$ cat config.mk
export PLATFORM = sky130hd
export DESIGN_NAME = uart_tx
export DESIGN_NICKNAME = d
export VERILOG_FILES = /design/src/rtl/uart_tx.sv
export SDC_FILE = /design/constraint.sdc
export NUM_CORES = 1
export LEC_CHECK = 0
export CAP_MARGIN = 20
export CORE_MARGIN = 3
export CORE_UTILIZATION = 53
export CTS_CLUSTER_DIAMETER = 50
export DETAILED_ROUTE_END_ITERATION = 12
export PLACE_DENSITY_LB_ADDON = 0.15
export SLEW_MARGIN = 25
export SYNTH_ARGS = -nofsm -noshare
export SYNTH_HDL_FRONTEND = slang
export SYNTH_SLANG_ARGS = --single-unit
$ cat constraint.sdc
create_clock -name clk -period 4 [get_ports clk]
set_input_delay 0.6 -clock clk [delete_from_list [all_inputs] [get_ports clk]]
set_output_delay 0.6 -clock clk [all_outputs]
set_load 0.02 [all_outputs]
$ cat src/rtl/uart_tx.sv
// 8N1-style UART transmitter: one-entry holding register feeding a baud-tick-paced shifter.
// Optional parity bit when UART_TX_PARITY_EN is defined (sense chosen by PARITY_ODD).
module uart_tx #(
  parameter int DATA_BITS  = 8,
  parameter int STOP_BITS  = 1,
  parameter int PARITY_ODD = 0
) (
  input  logic                 clk,
  input  logic                 rst_n,
  input  logic                 clk_en,
  input  logic [DATA_BITS-1:0] tx_data,
  input  logic                 tx_valid,
  output logic                 tx_ready,
  output logic                 tx,
  output logic                 tx_busy,
  output logic                 tx_done
);

  if ((DATA_BITS < 5) || (DATA_BITS > 8) || (STOP_BITS < 1) || (STOP_BITS > 2) ||
      (PARITY_ODD < 0) || (PARITY_ODD > 1)) begin : g_bad_cfg
    $error("uart_tx: illegal parameter combination");
  end

  typedef enum logic [2:0] {
    IDLE   = 3'd0,
    START  = 3'd1,
    DATA   = 3'd2,
`ifdef UART_TX_PARITY_EN
    PARITY = 3'd3,
`endif
    STOP   = 3'd4
  } state_t;

  localparam logic [2:0] BIT_LAST  = 3'(DATA_BITS - 1);
  localparam logic       STOP_LAST = 1'(STOP_BITS - 1);

  state_t                 state_q, state_d;
  logic [DATA_BITS-1:0]   hold_q;
  logic                   hold_full_q;
  logic [DATA_BITS-1:0]   shift_q, shift_d;
  logic [2:0]             bit_cnt_q, bit_cnt_d;
  logic                   stop_cnt_q, stop_cnt_d;
  logic                   tx_q, tx_d;
  logic                   done_q, done_d;
  logic                   load;
  logic                   accept;
`ifdef UART_TX_PARITY_EN
  logic                   parity_q, parity_d;
`endif

  // Handshake: a byte transfers on a posedge where tx_valid & tx_ready; tx_ready
  // is the registered "holding register empty" flag, independent of tx_valid.
  assign tx_ready = ~hold_full_q;
  assign accept   = tx_valid & ~hold_full_q;
  assign tx       = tx_q;
  assign tx_busy  = (state_q != IDLE);
  assign tx_done  = done_q;

  always_comb begin
    state_d    = state_q;
    shift_d    = shift_q;
    bit_cnt_d  = bit_cnt_q;
    stop_cnt_d = stop_cnt_q;
    tx_d       = tx_q;
    done_d     = 1'b0;
    load       = 1'b0;
    if (clk_en) begin
      case (state_q)
        IDLE: begin
          if (hold_full_q) begin
            load    = 1'b1;
            state_d = START;
            tx_d    = 1'b0;
          end
        end
        START: begin
          tx_d      = shift_q[0];
          bit_cnt_d = '0;
          state_d   = DATA;
        end
        DATA: begin
          if (bit_cnt_q == BIT_LAST) begin
`ifdef UART_TX_PARITY_EN
            state_d    = PARITY;
            tx_d       = parity_q;
`else
            state_d    = STOP;
            tx_d       = 1'b1;
            stop_cnt_d = 1'b0;
`endif
          end else begin
            shift_d   = shift_q >> 1;
            tx_d      = shift_q[1];
            bit_cnt_d = bit_cnt_q + 3'd1;
          end
        end
`ifdef UART_TX_PARITY_EN
        PARITY: begin
          state_d    = STOP;
          tx_d       = 1'b1;
          stop_cnt_d = 1'b0;
        end
`endif
        STOP: begin
          if (stop_cnt_q == STOP_LAST) begin
            done_d = 1'b1;
            // A queued byte starts on this same tick so frames abut with no idle gap.
            if (hold_full_q) begin
              load    = 1'b1;
              state_d = START;
              tx_d    = 1'b0;
            end else begin
              state_d = IDLE;
              tx_d    = 1'b1;
            end
          end else begin
            stop_cnt_d = 1'b1;
          end
        end
        default: begin
          state_d = IDLE;
          tx_d    = 1'b1;
        end
      endcase
    end
    if (load) shift_d = hold_q;
`ifdef UART_TX_PARITY_EN
    parity_d = load ? ((^hold_q) ^ (PARITY_ODD != 0)) : parity_q;
`endif
  end

  always_ff @(posedge clk or negedge rst_n) begin
    if (!rst_n) begin
      state_q     <= IDLE;
      hold_q      <= '0;
      hold_full_q <= 1'b0;
      shift_q     <= '0;
      bit_cnt_q   <= '0;
      stop_cnt_q  <= 1'b0;
      tx_q        <= 1'b1;
      done_q      <= 1'b0;
`ifdef UART_TX_PARITY_EN
      parity_q    <= 1'b0;
`endif
    end else begin
      state_q    <= state_d;
      shift_q    <= shift_d;
      bit_cnt_q  <= bit_cnt_d;
      stop_cnt_q <= stop_cnt_d;
      tx_q       <= tx_d;
      done_q     <= done_d;
`ifdef UART_TX_PARITY_EN
      parity_q   <= parity_d;
`endif
      // load needs a full register and accept an empty one, so they never coincide.
      if (load) begin
        hold_full_q <= 1'b0;
      end else if (accept) begin
        hold_full_q <= 1'b1;
        hold_q      <= tx_data;
      end
    end
  end

endmodule

## Word level (Yosys, flattened, before mapping)

Index checks and enable logic that the tools add are counted.

| word-level totals | value |
|---|---|
| register bits | 26 |
| input bits | 12 |
| output and inout bits | 4 |
| word-level logic and storage cells | 62 |

| cells by class | value |
|---|---|
| $add $sub $neg | 1 |
| equal/unequal tests | 9 |
| mux-type cells | 28 |
| bitwise gates (word level) | 3 |
| reduce and logical (&&, ||, !) cells | 13 |

Operator list:

| operator | count |
|---|---|
| 8-bit two-way mux | 4 |
| 1-bit two-way mux | 15 |
| 3-bit two-way mux | 4 |
| 3-bit case mux with 4 select lines | 1 |
| 3-bit AND reduction | 4 |
| 2-bit inequality test, second input constant | 5 |
| 2-bit nonzero test | 5 |
| 3-bit equality test, second input constant | 2 |
| 3-bit case mux with 2 select lines | 1 |
| 1-bit case mux with 2 select lines | 2 |
| 1-bit case mux with 4 select lines | 1 |
| 4-bit AND reduction | 1 |
| 3-bit by 1-bit adder with 3-bit output, second input constant | 1 |
| 3-bit by 1-bit equality test with 1-bit output, second input constant | 1 |
| 3-bit by 2-bit equality test with 1-bit output, second input constant | 1 |
| 3-bit zero test | 1 |
| 3-bit nonzero test | 1 |
| 1-bit NOT | 2 |
| 2-bit AND reduction | 1 |
| 1-bit bitwise AND | 1 |

## Depth between registers and ports, before layout

| logic depth | value |
|---|---|
| depth after elaboration | 6 |
| mapped depth | 5 |
| mapped depth without buffers | 5 |

## Worst setup path after synthesis

OpenSTA, ideal clock, no wires.

| path | value |
|---|---|
| path kind | reg2reg |
| from | reg bit_cnt_q[0] |
| to | reg shift_q[0] |
| setup time | 125 ps |
| arrival time | 1911 ps |
| required time | 3875 ps |
| setup slack | 1965 ps |
| cell stages (with the launch flop) | 6 |
| path buffers | 0 |
| clock period less this slack | 2035 ps |
| cell sequence | dfrtp_1 > ha_1 > ha_1 > or3b_1 > a211oi_4 > mux2_2 |

| between the ends | value |
|---|---|
| word-level cells in the longest chain between the ends | 3 |

RTL lines:

| what | line | source |
|---|---|---|
| from (decl) | 41 | `logic [2:0] bit_cnt_q, bit_cnt_d;` |
| from (signal assigned) | 148 | `bit_cnt_q <= bit_cnt_d;` |
| 3-bit equality test | 82 | `if (bit_cnt_q == BIT_LAST) begin` |
| 2-bit inequality test (no line) | n/a |  |
| 3-bit AND reduction (no line) | n/a |  |
| to (signal assigned) | 147 | `shift_q <= shift_d;` |
| to (decl) | 40 | `logic [DATA_BITS-1:0] shift_q, shift_d;` |

Every way passes these cells.
A chain may end at the register's enable or synchronous reset.

## Worst setup path after layout

| path | value |
|---|---|
| from | reg state_q[0] |
| to | out tx_busy |

| between the ends | value |
|---|---|
| word-level cells in the longest chain between the ends | 1 |

RTL lines:

| what | line | source |
|---|---|---|
| from (decl) | 37 | `state_t state_q, state_d;` |
| from (signal assigned) | 146 | `state_q <= state_d;` |
| 3-bit nonzero test | 56 | `assign tx_busy = (state_q != IDLE);` |
| to (decl) | 15 | `output logic tx_busy,` |

Every way passes these cells.

==> results.cfg <==
[worst_setup_path]
cp-end-kind = output pin
crit_family = buffers and inverters
slowest_delay_ns = 0.55
crit_slowest_cell = clkdlybuf4s50_1
worstPathMaxFanout = 11
arrival_ns = 1.89
critPathLaunchType = flop
path_buf_inv = 1
crit_chain = or3_2 > clkdlybuf4s50_1
crit_required_ns = 3.40
critical_path_class = reg2out

[synth]
yosys_warnings = 0
async_flop_share = 1.000
syn-num-nets = 105
yosysSeqAreaShare = 0.5290
yosys.area.top_type = dfrtp_1
synth_cell_type_count = 34
synthFlopType = dfrtp_1
synthTopCellsByCount = dfrtp_1 (24), mux2_2 (20), a22o_1 (4), inv_1 (4)
synth_top_area_frac = 0.5069
postSynthCellCount = 91
synth.most_common_cell = dfrtp_1
synth.area.top_cells = dfrtp_1 (51%), mux2_2 (19%), a22o_1 (3.0%), dfstp_2 (2.2%), ha_1 (2.1%)
ys_seq_elements = 25
synth_edf_count = 0
syn_avg_cell_area_sq_um = 13.02
synth.cell_area_sq_um = 1185

[placed_design]
hpwlAfterDp_microns = 1378
io_buffers = 15
place.gp.congestion = 0.8039

[floorplanning]
ios = 16
die_w_microns = 53.28
rows = 16
die_y_microns = 53.28
coreArea_sq_um = 2042
design.die.area_sq_um = 2839
initial_utilization = 0.5803

[clock_network]
cts_setup_buffers = 0
cts_max_level = 1
clkLatencyLatePin_ns = 0.31
cts_hold_buffers = 0
cts_tree = built
clock-root-buffer = clkbuf_4
cts_made_buffers = 3
clk_pin_slew_ns = 0.13
cts.path.max_buffers = 2
cts-resized-gates = 0
clock_sinks = 25

[pwr]
p_leak_nw = 0.6078
powerDensity_nw_per_um2 = 686.3
total_power_mw = 0.9402
max-vdd-ir-drop_mv = 0.3953

[detailed_routing]
drt-pass1-iter-count = 4
vias = 746
routedWlPerCell_microns = 14.13
drtIter0Drc = 5
drt-total-wl_microns = 1879
via_per_inst = 5.609
antenna_left = 0
drc = 0

[finish]
nets = 121
drive_above_1_share = 0.2925
fin_util = 0.6710
diodes = 0
area_growth_syn_to_layout_pct = 15.63

[timing]
rsz0062_at_grt = no
slew_viol_final = 0
hold_violations = 0
period_share = 0.6235
max_freq_mhz = 401.0
relSlewSlack = 0.5228
fin_setup_tns_ns = 0
hold_ws_ns = 0.2588
clock_skew_ns = 0.002644
setup_violations = 0
period_needed_ns = 2.494
worst_pin_slew_ns = 0.7143

[global_route]
grt_pass1_vias = 777
grtUsageTotal = 0.1654
grt_overflow = 0
grt_pass1_wl_microns = 3360
grt_max_degree = 26
antenna_found_initial = 0

[hold_path]
hold_path.class = in2async

[job]
cap_violations = 0

[status]
status = finished clean
-- logic make-up after synthesis --
family	after synthesis	synth area share
multiplexers	22	0.2070
adder cells (fa/ha/maj)	2	0.02112
flip-flops	25	0.5290
AND/OR/NAND/NOR	18	0.1014
buffers and inverters	9	0.03589
AO/OA/AOI/OAI	15	0.1056
-- per-layer routing --
layer | global-route usage | part of all wire | up-vias | routed length [microns]
met3 | 0.03380 | 0.044 | 4 | 83
met1 | 0.2057 | 0.46 | 373 | 865
met4 | 0.07660 | 0.015 | 0 | 29
met2 | 0.2714 | 0.48 | 13 | 900
li1 | - | - | 356 | -
met5 | 0 | 0 | - | 0
-- metrics by stage --
stage	cells	worst slack, ns	area (sq um)
global placement	129	1.654	1349
CTS	133	1.482	1370
global route	133	1.427	1370
floorplan	91	1.965	1185
detailed placement	129	1.589	1344
finish	133	1.506	1370
-- power breakdown --
group | switching, mW | internal [mW] | total (mW) | leakage [nW]
Combinational | 0.151 | 0.232 | 0.384 | 0.287
Clock | 0.0698 | 0.0389 | 0.109 | 0.0150
Sequential | 0.0809 | 0.367 | 0.448 | 0.306
-- cells in the final DEF, fill, tap and decap left out, types with 2 or more instances in the layout --
cell              n
a21oi_1           2
a22o_1            4
clkbuf_4          3
clkdlybuf4s50_1  14
dfrtp_1          24
ha_1              2
inv_1             4
mux2_2           20
mux2i_1           2
nor2_1            3
nor2b_1           2
o21ai_0           2
-- path summary, 6_finish.rpt --
path,start,to,slack [ns],cells after the start
worst max-delay path,state_q[0],tx_busy,1.51,2
min in group clk,bit_cnt_q[1],bit_cnt_q[1],0.52,1
worst min register to register,bit_cnt_q[1],bit_cnt_q[1],0.52,1
worst min-delay path,rst_n,hold_q[5],0.26,1
worst max register to register,bit_cnt_q[0],shift_q[3],1.80,5
max in group asynchronous,rst_n,tx,3.37,1
-- flip-flops by register name (all words and copies together), names as in the netlist --
signal       cells
hold_q           8
shift_q          8
bit_cnt_q        3
state_q          3
hold_full_q      1
tx               1
tx_done          1
-- layout make-up --
cell class | count | area (sq um)
Fill cell | 177 | 671.9
Sequential cell | 25 | 626.9
Multi-Input combinational cell | 57 | 515.5
Timing Repair Buffer | 16 | 152.6
Tap cell | 27 | 33.78
Clock buffer | 4 | 26.28
Inverter | 4 | 15.01
No activity file was read; power rests on OpenSTA's default activity.
